===== src/rtl/prog_loader_if.sv =====
// Byte-stream input and memory write bus of the program loader.
// master = stream producer / memory observer, slave = the loader.
interface prog_loader_if #(
    parameter int ADDR_W = 5,
    parameter int DATA_W = 8
);
    logic              in_valid;
    logic              in_ready;
    logic [DATA_W-1:0] in_data;
    logic              mem_we;
    logic              mem_sel;
    logic [ADDR_W-1:0] mem_addr;
    logic [DATA_W-1:0] mem_wdata;

    modport master (
        output in_valid, in_data,
        input  in_ready, mem_we, mem_sel, mem_addr, mem_wdata
    );

    modport slave (
        input  in_valid, in_data,
        output in_ready, mem_we, mem_sel, mem_addr, mem_wdata
    );
endinterface


===== src/rtl/prog_loader.sv =====
// Boot/run sequencer for the 8-bit accumulator CPU: loads instruction/data memory
// from a byte stream, then runs the CPU and counts cycles until HALT or timeout.
module prog_loader #(
    parameter int ADDR_W     = 5,
    parameter int DATA_W     = 8,
    parameter int RST_CYCLES = 1,
    parameter int CNT_W      = 16,
    parameter int MAX_CYCLES = 1000
) (
    input  logic             clk,
    input  logic             rst,
    prog_loader_if.slave     bus,
    output logic             cpu_rst,
    input  logic             cpu_halt,
    output logic             busy,
    output logic             done,
    output logic             timeout,
    output logic             err,
    output logic [CNT_W-1:0] cycle_count
);
    localparam int RC_W = (RST_CYCLES > 1) ? $clog2(RST_CYCLES) : 1;

    typedef enum logic [2:0] {S_HDR, S_LEN, S_DATA, S_CPU_RST, S_RUN} state_e;

    state_e            state_q, state_d;
    logic [ADDR_W-1:0] addr_q, addr_d;
    logic [4:0]        rem_q, rem_d;
    logic              sel_q, sel_d;
    logic              cpu_rst_q, cpu_rst_d;
    logic              done_q, done_d;
    logic              timeout_q, timeout_d;
    logic              err_q, err_d;
    logic [CNT_W-1:0]  cnt_q, cnt_d;
    logic [RC_W-1:0]   rcnt_q, rcnt_d;

    logic              hs;
    logic [1:0]        cmd;
    logic [CNT_W-1:0]  cnt_inc;

    assign hs      = bus.in_valid & bus.in_ready;
    assign cmd     = bus.in_data[DATA_W-1:DATA_W-2];
    assign cnt_inc = cnt_q + CNT_W'(1);

    always_ff @(posedge clk) begin
        if (rst) begin
            state_q   <= S_HDR;
            addr_q    <= '0;
            rem_q     <= '0;
            sel_q     <= 1'b0;
            cpu_rst_q <= 1'b1;
            done_q    <= 1'b0;
            timeout_q <= 1'b0;
            err_q     <= 1'b0;
            cnt_q     <= '0;
            rcnt_q    <= '0;
        end else begin
            state_q   <= state_d;
            addr_q    <= addr_d;
            rem_q     <= rem_d;
            sel_q     <= sel_d;
            cpu_rst_q <= cpu_rst_d;
            done_q    <= done_d;
            timeout_q <= timeout_d;
            err_q     <= err_d;
            cnt_q     <= cnt_d;
            rcnt_q    <= rcnt_d;
        end
    end

    always_comb begin
        state_d   = state_q;
        addr_d    = addr_q;
        rem_d     = rem_q;
        sel_d     = sel_q;
        cpu_rst_d = cpu_rst_q;
        done_d    = 1'b0;
        timeout_d = timeout_q;
        err_d     = err_q;
        cnt_d     = cnt_q;
        rcnt_d    = rcnt_q;
        unique case (state_q)
            S_HDR: begin
                // cpu_rst stays wherever the last run left it until a header arrives
                if (hs) begin
                    cpu_rst_d = 1'b1;
                    unique case (cmd)
                        2'b00, 2'b01: begin
                            addr_d  = bus.in_data[ADDR_W-1:0];
                            sel_d   = cmd[0];
                            state_d = S_LEN;
                        end
                        2'b10: begin
                            timeout_d = 1'b0;
                            cnt_d     = '0;
                            rcnt_d    = '0;
                            state_d   = S_CPU_RST;
                        end
                        2'b11: err_d = 1'b1;
                    endcase
                end
            end
            S_LEN: begin
                if (hs) begin
                    rem_d   = bus.in_data[4:0];
                    state_d = S_DATA;
                end
            end
            S_DATA: begin
                if (hs) begin
                    addr_d = addr_q + ADDR_W'(1);
                    if (rem_q == 5'd0) state_d = S_HDR;
                    else               rem_d   = rem_q - 5'd1;
                end
            end
            S_CPU_RST: begin
                if (rcnt_q == RC_W'(RST_CYCLES - 1)) begin
                    cpu_rst_d = 1'b0;
                    state_d   = S_RUN;
                end else begin
                    rcnt_d = rcnt_q + RC_W'(1);
                end
            end
            S_RUN: begin
                if (cpu_halt) begin
                    done_d  = 1'b1;
                    state_d = S_HDR;
                end else begin
                    cnt_d = cnt_inc;
                    if (cnt_inc == CNT_W'(MAX_CYCLES)) begin
                        timeout_d = 1'b1;
                        done_d    = 1'b1;
                        cpu_rst_d = 1'b1;
                        state_d   = S_HDR;
                    end
                end
            end
            default: state_d = S_HDR;
        endcase
    end

    assign bus.in_ready  = (state_q == S_HDR) || (state_q == S_LEN) || (state_q == S_DATA);
    assign bus.mem_we    = (state_q == S_DATA) && bus.in_valid;
    assign bus.mem_wdata = (state_q == S_DATA) ? bus.in_data : '0;
    assign bus.mem_addr  = addr_q;
    assign bus.mem_sel   = sel_q;

    assign busy        = (state_q == S_CPU_RST) || (state_q == S_RUN);
    assign cpu_rst     = cpu_rst_q;
    assign done        = done_q;
    assign timeout     = timeout_q;
    assign err         = err_q;
    assign cycle_count = cnt_q;
endmodule


===== src/flat_wrapper.sv =====
// flat-port wrapper written by rule: the top's interface ports become plain ports
module prog_loader_flat 
#(
    parameter int ADDR_W     = 5,
    parameter int DATA_W     = 8,
    parameter int RST_CYCLES = 1,
    parameter int CNT_W      = 16,
    parameter int MAX_CYCLES = 1000
)
  (clk, rst, cpu_rst, cpu_halt, busy, done, timeout, err, cycle_count, bus_in_valid, bus_in_data, bus_in_ready, bus_mem_we, bus_mem_sel, bus_mem_addr, bus_mem_wdata);
  prog_loader_if #(.ADDR_W(ADDR_W), .DATA_W(DATA_W)) bus_i ();
  input  logic clk;
  input  logic rst;
  output logic cpu_rst;
  input  logic cpu_halt;
  output logic busy;
  output logic done;
  output logic timeout;
  output logic err;
  output logic [CNT_W-1:0] cycle_count;
  input wire logic [$bits(bus_i.in_valid)-1:0] bus_in_valid;
  input wire logic [$bits(bus_i.in_data)-1:0] bus_in_data;
  output wire logic [$bits(bus_i.in_ready)-1:0] bus_in_ready;
  output wire logic [$bits(bus_i.mem_we)-1:0] bus_mem_we;
  output wire logic [$bits(bus_i.mem_sel)-1:0] bus_mem_sel;
  output wire logic [$bits(bus_i.mem_addr)-1:0] bus_mem_addr;
  output wire logic [$bits(bus_i.mem_wdata)-1:0] bus_mem_wdata;
  assign bus_i.in_valid = bus_in_valid;
  assign bus_i.in_data = bus_in_data;
  assign bus_in_ready = bus_i.in_ready;
  assign bus_mem_we = bus_i.mem_we;
  assign bus_mem_sel = bus_i.mem_sel;
  assign bus_mem_addr = bus_i.mem_addr;
  assign bus_mem_wdata = bus_i.mem_wdata;
  prog_loader #(.ADDR_W(ADDR_W), .DATA_W(DATA_W), .RST_CYCLES(RST_CYCLES), .CNT_W(CNT_W), .MAX_CYCLES(MAX_CYCLES)) u_core (.clk(clk), .rst(rst), .bus(bus_i), .cpu_rst(cpu_rst), .cpu_halt(cpu_halt), .busy(busy), .done(done), .timeout(timeout), .err(err), .cycle_count(cycle_count));
endmodule

===== config.mk =====
export PLATFORM = sky130hd
export DESIGN_NAME = prog_loader_flat
export DESIGN_NICKNAME = d
export VERILOG_FILES = /design/src/rtl/prog_loader_if.sv /design/src/rtl/prog_loader.sv /design/src/flat_wrapper.sv
export SDC_FILE = /design/constraint.sdc
export NUM_CORES = 1
export LEC_CHECK = 0
export CORE_ASPECT_RATIO = 2
export CORE_UTILIZATION = 45
export CTS_BUF_LIST = sky130_fd_sc_hd__clkbuf_16
export CTS_CLUSTER_DIAMETER = 150
export CTS_CLUSTER_SIZE = 10
export DETAILED_ROUTE_END_ITERATION = 10
export PLACE_DENSITY = 0.73
export SYNTH_ARGS = -nofsm -noshare
export SYNTH_HDL_FRONTEND = slang
export SYNTH_SLANG_ARGS = --single-unit

===== constraint.sdc =====
create_clock -name clk -period 3.5 [get_ports clk]
set_input_delay 0.7 -clock clk [delete_from_list [all_inputs] [get_ports clk]]
set_output_delay 0.7 -clock clk [all_outputs]
set_load 0.05 [all_outputs]

==> out/qor.yml <==
status:
  outcome: "completed"
synth:
  synth_fp_nets: 312
  synth_area_leader_cell: "dfxtp_1"
  async_flop_share_pct: 0
  syn_inst: 295
  netlist_area_sq_mm: 0.002185
  synth.distinct_cells: 51
  yosysTopAreaCellShare_pct: 31.16
  synth_area_leaders: "dfxtp_1, a21oi_1, nor2_1"
  synth-seq-cells: 34
  ys_seq_area_share_pct: 31.16
  yosys_warnings: 0
  synth_edf_count: 0
  synth_area_per_cell_sq_um: 7.405
  synth_ff_type: "dfxtp_1"
timing:
  clock_skew_ps: 3.747
  setup_viol: 0
  worstMarginPinSlew_ps: 621.0
  max_freq_ghz: 0.3434
  finalHoldViolations: 0
  rsz0062_at_grt: "false"
  final_max_slew_viol_count: 0
  finalCritPeriodShare_pct: 83.21
  layout_min_cycle_time_ps: 2912
  fin_ws_ps: 587.8
  maxSlewHeadroom_pct: 58.47
  setup_tns_ps: 0
floorplanning:
  dieArea_sq_mm: 0.005154
  start_util_pct: 47.06
  die_h_um: 100.5
  core_area_sq_mm: 0.004642
  rows: 35
  ios: 49
  die_w_um: 51.27
global_routing:
  grt_pass1_vias: 2141
  grt_max_degree: 21
  grt_pass1_wl_mm: 9.894
  grt-ovfl-total: 0
  grt_usage_pct: 25.26
  antenna_found_initial: 0
clocking:
  root_buffer: "clkbuf_16"
  h-tree-depth: 2
  cts_buffers: 5
  cts_resized: 0
  clk_pin_slew_worst_paths_ps: 50
  hold_buffers: 0
  cts.path.max_buffers: 2
  clock_latency_ps: 280
  cts_sinks: 34
  cts_tree: "yes"
  cts_setup_buffers: 0
finish:
  final_nets: 353
  antennaDiodeCount: 0
  drive_gt1_share_pct: 5.638
  syn_to_final_growth_pct: 29.27
setup_path:
  reg2reg_from: "u_core.state_q[2]"
  path_class: "flop to output port"
  crit_required_ps: 2800
  critPathMaxFanout: 16
  startpoint: "u_core.state_q[1]"
  arrival_ps: 2210
  cp-start-kind: "flop"
  worstSetupEndpointType: "output port"
detailed_routing:
  first_pass_iters: 5
  drc: 0
  routed_via_density: 5.990
  wl_per_cell_um: 15.34
  wirelength_mm: 6.014
  vias: 2348
  ant_nets: 0
  drtIter0Drc: 70
power_and_ir_drop:
  max-vdd-ir-drop_v: 0.0002395
  p_leak_nw: 0.9755
  powerDensity_mw_per_mm2: 362.3
  power_mw: 1.023
flow_run:
  cap_violations: 0
placed_design:
  place_congestion: 0.9065
  pre_cts_ws_ps: 613.6
  port-buffer-count: 48
  dpl.hpwl_mm: 4.225
min_path:
  worstHoldStart: "u_core.timeout"
  hold_class: "flop to flop"
-- metrics by stage --
stage	cells	cell area [sq um]	hold slack (ps)	util (%)
after floorplan	295	2185	460.6	-
after global placement	384	2686	460.0	57.87
after detailed placement	384	2686	452.4	57.87
after CTS	392	2824	459.9	60.84
after global routing	392	2824	475.6	60.84
final	392	2824	452.4	60.84
-- sequential cells by signal (all words and copies together) (netlist names), 3 cells and up --
signal	cells
u_core.state_q	3
u_core.rem_q	5
u_core.cycle_count	16
u_core.bus.mem_addr	5
-- worst paths after layout --
check,cells past startpoint,endpoint,slack (ps)
hold / removal,2,u_core.timeout,450
hold reg to reg,2,u_core.timeout,450
setup reg to reg,7,u_core.cycle_count[15],1200
setup / recovery,4,bus_mem_wdata[3],590
-- metal layers --
metal  up-vias  share of wire, %  GRT usage (%)
met5         -                 0              0
met2        84                52          45.55
met4         0               3.6          14.55
met1      1084                40          26.58
met3        22               4.1          4.072
li1       1158                 -              -
-- power by group --
part | internal (mW) | leakage, nW | switching [mW]
clock network | 0.257 | 0.0724 | 0.166
logic | 0.0675 | 0.628 | 0.113
registers | 0.400 | 0.275 | 0.0188
total | 0.725 | 0.976 | 0.298
-- cell type report --
type | count | area (sq um)
fillers | 454 | 1818
multi-input cells | 237 | 1400
flip-flops and latches | 34 | 680.7
repair buffers | 53 | 518.0
clock buffers | 5 | 125.1
well taps | 55 | 68.82
inverters | 5 | 18.77
clock inverters | 3 | 12.51
-- cell usage after synthesis (all sizes together), types with 2 or more instances --
cell,n
xnor2,2
and2,10
or3,4
nand3b,7
mux2i,5
buf,6
nor3b,3
nand3,8
a21oi,29
dfxtp,34
nand2,26
or2,3
o21ai,30
xor2,2
nor2,36
or3b,2
a31oi,9
a211oi,2
nor4,4
ha,5
nand2b,5
nor3,7
inv,5
nor2b,5
clkbuf,13
a41oi,2
nand4,13
and3,3
a311oi,3
-- layout by cell type, fill, tap and decap left out, types with 4 or more instances in the layout --
master / instances
a21oi_1: 29
a31oi_1: 9
and2_1: 10
buf_4: 5
clkbuf_16: 5
clkdlybuf4s50_1: 48
dfxtp_1: 34
ha_1: 5
inv_1: 5
mux2i_1: 5
nand2_1: 26
nand2b_1: 5
nand3_1: 7
nand3b_1: 7
nand4_1: 13
nor2_1: 35
nor2b_1: 5
nor3_1: 7
o21ai_0: 8
o21ai_1: 22
or3_1: 4
-- kinds of logic (layout without fill, tap and decap cells) --
kind of cell / after synthesis / count (layout) / share of synthesized area, %
simple gates: 140 / 140 / 35.40
buf+inv: 24 / 66 / 4.753
mux: 6 / 6 / 2.806
fa+ha+maj: 5 / 5 / 2.864
flops: 34 / 34 / 31.16
xor+xnor: 4 / 4 / 1.604
compound gates: 82 / 82 / 21.42
-- worst max-delay path, cell delays in order (launching register included) --
cell and delay (ps):
dfxtp_1 540, nor3b_2 230, buf_4 220, and2_1 140, clkdlybuf4s50_1 800
Power figures use the tool's default switching activity.
